File: config.mk
export PLATFORM = sky130hd
export DESIGN_NAME = uart_cmd_sequencer_flat
export DESIGN_NICKNAME = d
export VERILOG_FILES = /design/src/rtl/uart_cmd_sequencer_pkg.sv /design/src/rtl/uart_cmd_sequencer_if.sv /design/src/rtl/uart_cmd_regbank.sv /design/src/rtl/uart_cmd_sequencer.sv /design/src/flat_wrapper.sv
export SDC_FILE = /design/constraint.sdc
export NUM_CORES = 1
export LEC_CHECK = 0
export ABC_AREA = 0
export ABC_CLOCK_PERIOD_IN_PS = 2000
export CAP_MARGIN = 20
export CORE_MARGIN = 2
export CORE_UTILIZATION = 45
export CTS_CLUSTER_DIAMETER = 60
export DETAILED_ROUTE_END_ITERATION = 16
export PLACE_DENSITY_LB_ADDON = 0.2
export SLEW_MARGIN = 5
export SYNTH_ARGS = -nofsm -noshare
export SYNTH_HDL_FRONTEND = slang
export SYNTH_SLANG_ARGS = --single-unit
File: constraint.sdc
create_clock -name clk_100MHz -period 2 [get_ports clk_100MHz]
set_input_delay 0.3 -clock clk_100MHz [delete_from_list [all_inputs] [get_ports clk_100MHz]]
set_output_delay 0.3 -clock clk_100MHz [all_outputs]
set_load 0.03 [all_outputs]
File: src/rtl/uart_cmd_sequencer_pkg.sv
// Shared types and constants for the UART command sequencer.
package uart_cmd_pkg;

  typedef enum logic [2:0] {
    ST_SYNC, ST_CMD, ST_ADDR, ST_DATA, ST_CHK, ST_EXEC, ST_RESP0, ST_RESP1
  } state_e;

  localparam logic [7:0] CMD_WR    = 8'h57;
  localparam logic [7:0] CMD_RD    = 8'h52;
  localparam logic [7:0] RSP_ACK   = 8'h06;
  localparam logic [7:0] RSP_NAK   = 8'h15;
  localparam logic [7:0] SYNC_BYTE = 8'hA5;

endpackage

File: src/rtl/uart_cmd_sequencer_if.sv
// Rx/Tx FIFO handshake bundle; master = sequencer, slave = FIFO side.
interface uart_cmd_if #(parameter int DBITS = 8);
  logic             rx_empty;
  logic [DBITS-1:0] read_data;
  logic             read_uart;
  logic             tx_full;
  logic             write_uart;
  logic [DBITS-1:0] write_data;

  modport master (input rx_empty, read_data, tx_full,
                  output read_uart, write_uart, write_data);
  modport slave  (output rx_empty, read_data, tx_full,
                  input read_uart, write_uart, write_data);
endinterface

File: src/rtl/uart_cmd_regbank.sv
// Register bank: bounds-checked write port, combinational read, flattened view.
module uart_cmd_regbank #(
  parameter int DBITS     = 8,
  parameter int REG_COUNT = 8,
  parameter int ADDR_BITS = 3
) (
  input  logic                       clk,
  input  logic                       rst_n,
  input  logic                       i_wr_en,
  input  logic [DBITS-1:0]           i_addr,
  input  logic [DBITS-1:0]           i_wdata,
  output logic                       o_addr_ok,
  output logic [DBITS-1:0]           o_rd_data,
  output logic [REG_COUNT*DBITS-1:0] o_reg_q,
  output logic                       o_reg_wr,
  output logic [ADDR_BITS-1:0]       o_reg_wr_addr
);

  logic [REG_COUNT-1:0][DBITS-1:0] r_regs;
  logic                            r_reg_wr;
  logic [ADDR_BITS-1:0]            r_reg_wr_addr;
  logic [ADDR_BITS-1:0]            w_idx;
  logic                            w_we;

  // Full field width is compared so high address bits cannot alias into range.
  assign o_addr_ok     = int'(i_addr) < REG_COUNT;
  assign w_idx         = i_addr[ADDR_BITS-1:0];
  assign w_we          = i_wr_en && o_addr_ok;
  assign o_rd_data     = o_addr_ok ? r_regs[w_idx] : '0;
  assign o_reg_q       = r_regs;
  assign o_reg_wr      = r_reg_wr;
  assign o_reg_wr_addr = r_reg_wr_addr;

  always_ff @(posedge clk or negedge rst_n) begin
    if (!rst_n) begin
      r_regs        <= '0;
      r_reg_wr      <= 1'b0;
      r_reg_wr_addr <= '0;
    end else begin
      r_reg_wr <= w_we;
      if (w_we) begin
        r_regs[w_idx] <= i_wdata;
        r_reg_wr_addr <= w_idx;
      end
    end
  end

endmodule

File: src/rtl/uart_cmd_sequencer.sv
// Parses 5-byte SYNC/CMD/ADDR/DATA/CHK frames from the Rx FIFO and answers ACK/NAK.
// Define CMD_TIMEOUT_EN to enable the inter-byte timeout counter.
module uart_cmd_sequencer #(
  parameter int         DBITS          = 8,
  parameter int         REG_COUNT      = 8,
  parameter int         ADDR_BITS      = 3,
  parameter logic [7:0] SYNC_BYTE      = uart_cmd_pkg::SYNC_BYTE,
  parameter int         TIMEOUT_CYCLES = 1000000,
  parameter int         TO_BITS        = 20
) (
  input  logic                       clk_100MHz,
  input  logic                       reset,
  uart_cmd_if.master                 fifo,
  output logic [REG_COUNT*DBITS-1:0] reg_q,
  output logic                       reg_wr,
  output logic [ADDR_BITS-1:0]       reg_wr_addr,
  output logic                       busy,
  output logic                       frame_err,
  output logic                       timeout_err
);
  import uart_cmd_pkg::*;

  if (DBITS != 8) begin : g_bad_dbits
    $error("uart_cmd_sequencer supports DBITS=8 only");
  end
  if ((1 << ADDR_BITS) < REG_COUNT) begin : g_bad_addr
    $error("ADDR_BITS too narrow for REG_COUNT");
  end
  if (TO_BITS < 31 && (1 << TO_BITS) < TIMEOUT_CYCLES) begin : g_bad_to
    $error("TO_BITS too narrow for TIMEOUT_CYCLES");
  end

  state_e           r_state, w_state_nxt;
  logic             r_rd_prev, r_wr_prev;
  logic [DBITS-1:0] r_cmd, r_addr, r_data, r_chk, r_rdata;
  logic             r_ok, r_is_rd, r_frame_err;
  logic             w_parse, w_pop, w_push, w_exec, w_exec_ok, w_wr_en, w_addr_ok, w_to_hit;
  logic [DBITS-1:0] w_rd_data;

  assign w_parse   = (r_state == ST_CMD) || (r_state == ST_ADDR) ||
                     (r_state == ST_DATA) || (r_state == ST_CHK);
  // Strobes are never back-to-back so the FIFO flags have a cycle to settle.
  assign w_pop     = ((r_state == ST_SYNC) || w_parse) && !fifo.rx_empty && !r_rd_prev;
  assign w_push    = ((r_state == ST_RESP0) || (r_state == ST_RESP1)) && !fifo.tx_full && !r_wr_prev;
  assign w_exec    = (r_state == ST_EXEC);
  assign w_exec_ok = (r_chk == (r_cmd ^ r_addr ^ r_data)) &&
                     ((r_cmd == CMD_WR) || (r_cmd == CMD_RD)) && w_addr_ok;
  assign w_wr_en   = w_exec && w_exec_ok && (r_cmd == CMD_WR);

  assign fifo.read_uart  = w_pop;
  assign fifo.write_uart = w_push;
  assign fifo.write_data = !w_push ? '0 :
                           (r_state == ST_RESP1) ? r_rdata :
                           r_ok ? RSP_ACK : RSP_NAK;
  assign busy      = (r_state != ST_SYNC);
  assign frame_err = r_frame_err;

  uart_cmd_regbank #(.DBITS(DBITS), .REG_COUNT(REG_COUNT), .ADDR_BITS(ADDR_BITS)) u_regbank (
    .clk           (clk_100MHz),
    .rst_n         (reset),
    .i_wr_en       (w_wr_en),
    .i_addr        (r_addr),
    .i_wdata       (r_data),
    .o_addr_ok     (w_addr_ok),
    .o_rd_data     (w_rd_data),
    .o_reg_q       (reg_q),
    .o_reg_wr      (reg_wr),
    .o_reg_wr_addr (reg_wr_addr)
  );

`ifdef CMD_TIMEOUT_EN
  localparam logic [TO_BITS-1:0] TO_LAST = TO_BITS'(TIMEOUT_CYCLES - 1);
  logic [TO_BITS-1:0] r_to_cnt;
  logic               r_timeout_err;

  assign w_to_hit    = w_parse && fifo.rx_empty && (r_to_cnt == TO_LAST);
  assign timeout_err = r_timeout_err;

  always_ff @(posedge clk_100MHz or negedge reset) begin
    if (!reset) begin
      r_to_cnt      <= '0;
      r_timeout_err <= 1'b0;
    end else begin
      r_timeout_err <= w_to_hit;
      if (!w_parse || w_pop || w_to_hit) r_to_cnt <= '0;
      else if (fifo.rx_empty)            r_to_cnt <= r_to_cnt + 1'b1;
    end
  end
`else
  assign w_to_hit    = 1'b0;
  assign timeout_err = 1'b0;
`endif

  always_comb begin
    w_state_nxt = r_state;
    case (r_state)
      ST_SYNC:  if (w_pop && fifo.read_data == SYNC_BYTE) w_state_nxt = ST_CMD;
      ST_CMD:   if (w_pop) w_state_nxt = ST_ADDR;
      ST_ADDR:  if (w_pop) w_state_nxt = ST_DATA;
      ST_DATA:  if (w_pop) w_state_nxt = ST_CHK;
      ST_CHK:   if (w_pop) w_state_nxt = ST_EXEC;
      ST_EXEC:  w_state_nxt = ST_RESP0;
      ST_RESP0: if (w_push) w_state_nxt = (r_ok && r_is_rd) ? ST_RESP1 : ST_SYNC;
      ST_RESP1: if (w_push) w_state_nxt = ST_SYNC;
      default:  w_state_nxt = ST_SYNC;
    endcase
    if (w_to_hit) w_state_nxt = ST_SYNC;
  end

  always_ff @(posedge clk_100MHz or negedge reset) begin
    if (!reset) begin
      r_state     <= ST_SYNC;
      r_rd_prev   <= 1'b0;
      r_wr_prev   <= 1'b0;
      r_cmd       <= '0;
      r_addr      <= '0;
      r_data      <= '0;
      r_chk       <= '0;
      r_rdata     <= '0;
      r_ok        <= 1'b0;
      r_is_rd     <= 1'b0;
      r_frame_err <= 1'b0;
    end else begin
      r_state     <= w_state_nxt;
      r_rd_prev   <= w_pop;
      r_wr_prev   <= w_push;
      r_frame_err <= w_exec && !w_exec_ok;
      if (w_pop) begin
        case (r_state)
          ST_CMD:  r_cmd  <= fifo.read_data;
          ST_ADDR: r_addr <= fifo.read_data;
          ST_DATA: r_data <= fifo.read_data;
          ST_CHK:  r_chk  <= fifo.read_data;
          default: ;
        endcase
      end
      if (w_exec) begin
        r_ok    <= w_exec_ok;
        r_is_rd <= (r_cmd == CMD_RD);
        r_rdata <= w_rd_data;
      end
    end
  end

endmodule

File: src/flat_wrapper.sv
// flat-port wrapper written by rule: the top's interface ports become plain ports
module uart_cmd_sequencer_flat import uart_cmd_pkg::*;
#(
  parameter int         DBITS          = 8,
  parameter int         REG_COUNT      = 8,
  parameter int         ADDR_BITS      = 3,
  parameter logic [7:0] SYNC_BYTE      = uart_cmd_pkg::SYNC_BYTE,
  parameter int         TIMEOUT_CYCLES = 1000000,
  parameter int         TO_BITS        = 20
)
  (clk_100MHz, reset, reg_q, reg_wr, reg_wr_addr, busy, frame_err, timeout_err, fifo_rx_empty, fifo_read_data, fifo_tx_full, fifo_read_uart, fifo_write_uart, fifo_write_data);
  uart_cmd_if #(.DBITS(DBITS)) fifo_i ();
  input  logic clk_100MHz;
  input  logic reset;
  output logic [REG_COUNT*DBITS-1:0] reg_q;
  output logic reg_wr;
  output logic [ADDR_BITS-1:0] reg_wr_addr;
  output logic busy;
  output logic frame_err;
  output logic timeout_err;
  input wire logic [$bits(fifo_i.rx_empty)-1:0] fifo_rx_empty;
  input wire logic [$bits(fifo_i.read_data)-1:0] fifo_read_data;
  input wire logic [$bits(fifo_i.tx_full)-1:0] fifo_tx_full;
  output wire logic [$bits(fifo_i.read_uart)-1:0] fifo_read_uart;
  output wire logic [$bits(fifo_i.write_uart)-1:0] fifo_write_uart;
  output wire logic [$bits(fifo_i.write_data)-1:0] fifo_write_data;
  assign fifo_i.rx_empty = fifo_rx_empty;
  assign fifo_i.read_data = fifo_read_data;
  assign fifo_i.tx_full = fifo_tx_full;
  assign fifo_read_uart = fifo_i.read_uart;
  assign fifo_write_uart = fifo_i.write_uart;
  assign fifo_write_data = fifo_i.write_data;
  uart_cmd_sequencer #(.DBITS(DBITS), .REG_COUNT(REG_COUNT), .ADDR_BITS(ADDR_BITS), .SYNC_BYTE(SYNC_BYTE), .TIMEOUT_CYCLES(TIMEOUT_CYCLES), .TO_BITS(TO_BITS)) u_core (.clk_100MHz(clk_100MHz), .reset(reset), .fifo(fifo_i), .reg_q(reg_q), .reg_wr(reg_wr), .reg_wr_addr(reg_wr_addr), .busy(busy), .frame_err(frame_err), .timeout_err(timeout_err));
endmodule
After elaboration in Yosys (flattened, before gate mapping)
Cells that the tools add are included.
{"block": "totals", "word_cells": 93, "out_inout_bits": 81, "register_bits": 116}
{"block": "classes", "bitwise_logic": 2, "n_eq_ne": 18, "n_mux": 18, "n_reduce_logical": 31, "magnitude_cmp": 3}
{"cell": "$bwmux 64", "n": 1}
{"cell": "$mux 8", "n": 5}
{"cell": "$bmux 8 s3", "n": 1}
{"cell": "$demux 8 s3", "n": 1}
{"cell": "$mux 3", "n": 8}
{"cell": "$pmux 3 s8", "n": 1}
{"cell": "$eq 8x7->1 const B", "n": 2}
{"cell": "$xor 8x8->8", "n": 2}
{"cell": "$logic_and 1x1->1", "n": 13}
{"cell": "$eq 3x3->1 const B", "n": 4}
{"cell": "$ne 2x1->1 const B", "n": 6}
{"cell": "$eq 8x8->1", "n": 1}
{"cell": "$eq 8x8->1 const B", "n": 1}
{"cell": "$lt 8x4->1 const B", "n": 1}
{"cell": "$reduce_and 2->1", "n": 4}
{"cell": "$reduce_and 7->1", "n": 1}
{"cell": "$eq 3x2->1 const B", "n": 2}
{"cell": "$logic_or 1x1->1", "n": 6}
{"cell": "$logic_not 1->1", "n": 5}
{"cell": "$mux 5", "n": 1}
{"cell": "$lt 3x4->1 const B", "n": 1}
{"cell": "$eq 3x1->1 const B", "n": 1}
{"cell": "$ge 3x1->1 const B", "n": 1}
{"cell": "$logic_not 3->1", "n": 1}
{"cell": "other kinds (2)", "n": 2}

Logic depth before layout (Yosys ltp)
{"block": "logic_depth", "depth_word": 10, "depth_mapped": 7}

Hierarchy
A second synthesis with hierarchy kept.
{"block": "hier_totals", "cells_unflattened": 402, "hier_area_um2": 5462.7}
{"mod": "uart_cmd_regbank", "cells_each": 223, "n_inst": 1, "seq_area_each_um2": 1701.6, "area_each_um2": 3199.3}
{"mod": "uart_cmd_sequencer", "cells_each": 179, "n_inst": 1, "seq_area_each_um2": 1201.2, "area_each_um2": 2263.4}

Worst setup path after synthesis
OpenSTA, ideal clock, no wires.
{"block": "synth_timing", "kind": "register -> register", "from": "register u_core.r_state[1]", "to": "register u_core.r_state[0]", "path_slack_ps": -335, "arrival_ps": 2210, "period_less_slack_ps": 2335, "required_ps": 1875, "stages_incl_launch_ff": 7, "setup_time_ps": 125, "path_cell_list": "dfrtp_1 > clkbuf_1 > or2_2 > a21boi_0 > nand3_1 > o21ai_0 > mux2_2"}
{"block": "synth_between", "elab_chain_cells": 10, "word_cells_on_any_way": 27}
{"element": "from (decl)", "line": "uart_cmd_sequencer.sv:33", "text": "state_e r_state, w_state_nxt;"}
{"element": "from (signal assigned)", "line": "uart_cmd_sequencer.sv:124", "text": "r_state <= w_state_nxt;"}
{"element": "$eq 3x1->1 or $eq 3x2->1 (tied branches)", "line": "uart_cmd_sequencer.sv:40", "text": "assign w_parse = (r_state == ST_CMD) || (r_state == ST_ADDR) ||"}
{"element": "$logic_or 1x1->1 (2 in a row)", "line": "uart_cmd_sequencer.sv:40"}
{"element": "$logic_or 1x1->1", "line": "uart_cmd_sequencer.sv:41", "text": "(r_state == ST_DATA) || (r_state == ST_CHK);"}
{"element": "$logic_or 1x1->1 *", "line": "uart_cmd_sequencer.sv:43", "text": "assign w_pop = ((r_state == ST_SYNC) || w_parse) && !fifo.rx_empty && !r_rd_prev;"}
{"element": "$logic_and 1x1->1 * (2 in a row)", "line": "uart_cmd_sequencer.sv:43"}
{"element": "named net fifo_read_uart", "line": "flat_wrapper.sv:24", "text": "output wire logic [$bits(fifo_i.read_uart)-1:0] fifo_read_uart;"}
{"element": "$logic_and 1x1->1", "line": "uart_cmd_sequencer.sv:97", "text": "ST_SYNC: if (w_pop && fifo.read_data == SYNC_BYTE) w_state_nxt = ST_CMD;"}
{"element": "$ne 2x2->1 (no line)"}
{"element": "$reduce_and 7->1 (no line) *"}
The timed path passes the listed nets; every way through them passes the cells marked *.
A chain may end at the register's enable or synchronous reset.

Worst setup path in the final report
{"block": "layout_timing", "from": "register u_core.r_cmd[3]", "to": "register u_core.u_regbank.r_regs (netlist bit u_core.u_regbank.o_reg_q[35])"}
{"block": "layout_between", "elab_chain_cells": 8, "word_cells_on_any_way": 11}
{"element": "from (decl)", "line": "uart_cmd_sequencer.sv:35", "text": "logic [DBITS-1:0] r_cmd, r_addr, r_data, r_chk, r_rdata;"}
{"element": "from (signal assigned)", "line": "uart_cmd_sequencer.sv:130", "text": "ST_CMD: r_cmd <= fifo.read_data;"}
{"element": "$xor 8x8->8 (2 in a row)", "line": "uart_cmd_sequencer.sv:46", "text": "assign w_exec_ok = (r_chk == (r_cmd ^ r_addr ^ r_data)) &&"}
{"element": "$eq 8x8->1", "line": "uart_cmd_sequencer.sv:46"}
{"element": "$logic_and 1x1->1", "line": "uart_cmd_sequencer.sv:46"}
{"element": "$logic_and 1x1->1", "line": "uart_cmd_sequencer.sv:47", "text": "((r_cmd == CMD_WR) || (r_cmd == CMD_RD)) && w_addr_ok;"}
{"element": "$logic_and 1x1->1", "line": "uart_cmd_sequencer.sv:48", "text": "assign w_wr_en = w_exec && w_exec_ok && (r_cmd == CMD_WR);"}
{"element": "$logic_and 1x1->1 *", "line": "uart_cmd_sequencer.sv:48"}
{"element": "$logic_and 1x1->1 *", "line": "uart_cmd_regbank.sv:28", "text": "assign w_we = i_wr_en && o_addr_ok;"}
{"element": "to (signal, indexed assignment)", "line": "uart_cmd_regbank.sv:42", "text": "r_regs[w_idx] <= i_wdata;"}
{"element": "to (decl)", "line": "uart_cmd_regbank.sv:19", "text": "logic [REG_COUNT-1:0][DBITS-1:0] r_regs;"}
Mark *: on every way between the ends. The rest lies on a longest branch, timed or not.

==> out/results.ini <==
[status]
status = complete, but fails checks
violations = negative setup slack

[worst_setup_path]
worstPathRequired_ns = 2.30
path_class = reg2reg
start_kind = flip-flop
cp_max_fo = 8
crit_path_end_kind = flip-flop
worstPathArrival_ns = 2.43

[hold_path]
hp-class = in2async

[logic_synthesis]
yosys.area.top_type = dfrtp_1
yosys_warnings = 0
syn_nets = 421
synth_flop_cell = dfrtp_1
synth_seq_cells = 116
postSynthAreaPerCell_sq_um = 13.6
yosysSeqAreaShare_pct = 52.2
synth.most_common_cell = dfrtp_1
synth_area_sq_um = 5570
ys_async_sr_fraction_pct = 100
synth_common_cells = dfrtp_1, mux2_2, nand2_1
synth_top_area_share_pct = 52.2
synth_cell_types = 45
synth_edf_count = 0
syn_inst = 409
synth_area_leaders = dfrtp_1, mux2_2, mux2_1

[job]
drv_cap = 0

[floorplan]
ios = 93
die_area_sq_um = 13300
start_util_pct = 46.1
fp.dieH_um = 115
die_w_um = 115
core_area_sq_um = 12100
fp-row-count = 40

[grt]
grt_pass1_vias = 4200
overflow = 0
track_usage_pct = 24.1
antenna_found_initial = 0
grt_pass1_wl_mm = 23.7
grt_start_max_net_pins = 56

[sta]
min_period_over_period_pct = 106
setup_viol = 67
fmax_ghz = 0.471
fin_setup_tns_ns = -3.93
timing.final.ws_setup_ns = -0.124
slew_viol_final = 0
rsz0062_at_grt = yes
finalCriticalPeriod_ns = 2.12
final.setup_skew_ns = 0.00796
hold_violations = 0

[detailed_routing]
drt.antenna.violating_nets = 0
drtIter0Drc = 245
wl_mm = 15.1
vias_per_cell = 5.42
drcViolationCount = 0
wl_per_cell_um = 20.3
num_vias = 4050
first_pass_iters = 4

[cts]
clk_pin_slew_ns = 0.06
cts_sinks = 116
worst_skew_pair.late_latency_ns = 0.42
ctsRootBufferMaster = clkbuf_16
cts_tree = built
cts_buffers = 17
htree_levels = 4
max-clock-path-buffers = 2

[power_and_ir_drop]
ir_drop_mv = 0.809
cellLeakagePower_nw = 3.77
p_per_area_nw_per_um2 = 1310
power_mw = 10.4

[cells_and_area]
antenna-diode-count = 0
drive_gt1_share_pct = 43.2
nets = 578
areaGrowthSynthToFinish_pct = 43.3

[place]
io_buffers = 91
hpwl_mm = 10.6
place_congestion = 0.846

==> worst paths after layout <==
path	slack (ns)	from	cells past startpoint	to
worst max-delay path	-0.12	u_core.r_cmd[3]	7	u_core.u_regbank.o_reg_q[35]
worst min-delay path	0.36	reset	2	u_core.u_regbank.o_reg_q[24]
worst max register to register	-0.12	u_core.r_cmd[3]	7	u_core.u_regbank.o_reg_q[35]
worst min register to register	0.48	u_core.r_rdata[3]	2	u_core.r_rdata[3]
max in group asynchronous	1.00	reset	3	u_core.r_chk[1]
min in group clk_100MHz	0.48	u_core.r_rdata[3]	2	u_core.r_rdata[3]
==> worst max-delay path, cell delays in order, from the launching register on <==
cell and delay (ns):
dfrtp_1 0.42, xnor2_2 0.18, xnor2_2 0.15, nor4_2 0.28, buf_4 0.21, buf_12 0.14, nand4_4 0.24, mux2_4 0.39
==> registers in the layout, summed over array words and instances, names as in the netlist, 3 cells and up <==
register	count
u_core.r_addr	8
u_core.r_chk	8
u_core.r_cmd	8
u_core.r_data	8
u_core.r_rdata	8
u_core.r_state	3
u_core.u_regbank.o_reg_q	64
u_core.u_regbank.o_reg_wr_addr	3
==> cell usage in the layout (no fill, tap or decap), drive strengths merged, types with 2 or more instances in the layout <==
master / instances
dfrtp: 116
mux2: 106
clkdlybuf4s50: 79
buf: 77
nand2: 24
clkbuf: 18
nor2: 15
xnor2: 14
mux2i: 14
nand4: 12
mux4: 10
nor3: 9
o21ai: 8
xor2: 7
nand3: 7
clkinv: 7
and2: 5
o22ai: 4
clkinvlp: 4
inv: 4
nor2b: 3
a21oi: 3
a22o: 3
o41ai: 3
bufinv: 3
nor4: 3
nor4bb: 2
nor3b: 2
or2: 2
==> per-stage QoR <==
| step | hold slack, ns | setup WS, ns | area, sq um | util, % | instances |
|---|---|---|---|---|---|
| after floorplan | 0.00441 | 0.0150 | 5570 | - | 409 |
| after global placement | 0.257 | -0.153 | 7080 | 58.7 | 708 |
| after detailed placement | 0.263 | -0.209 | 7080 | 58.7 | 708 |
| after CTS | 0.367 | -0.0914 | 7840 | 65.0 | 745 |
| after global routing | 0.392 | -0.223 | 7970 | 66.1 | 747 |
| final | 0.362 | -0.124 | 7970 | 66.1 | 747 |
==> cell type report <==
type | count | area, sq um
multi-input cells | 269 | 2720
clock inverters | 15 | 183
clock buffers | 17 | 425
flip-flops and latches | 116 | 2900
fillers | 886 | 4090
well taps | 168 | 210
repair buffers | 159 | 1520
inverters | 3 | 11.3
==> cells by family (layout without fill, tap and decap cells) <==
group | count (synthesis) | count (layout) | share of synthesized area (%)
AO/OA/AOI/OAI | 25 | 25 | 2.90
XOR/XNOR | 22 | 22 | 3.84
buffers and inverters | 24 | 194 | 2.20
flip-flops | 116 | 116 | 52.2
multiplexers | 130 | 130 | 28.0
other | 1 | 1 | 0.0674
AND/OR/NAND/NOR | 91 | 91 | 10.8
==> where the power goes <==
group	switching, mW	internal, mW
clock network	1.14	1.96
registers	0.309	2.73
logic	2.22	2.08
total	3.67	6.77
==> repair_timing <==
item,in CTS,in global routing
gates resized for setup,24,24
cloned,0,1
hold endpoints to repair,27,0
pin swaps,9,2
hold buffers,1,0
buffers inserted,4,1
setup endpoints to repair,67,76
==> metal layers <==
metal,vias to the layer above,routed length [um],track usage [%]
li1,1810,-,-
met1,2113,6810,32.7
met2,105,7420,38.2
met3,22,672,5.80
met4,0,218,8.51
met5,-,0,0
Note: power is estimated with default switching activity, not from simulation.
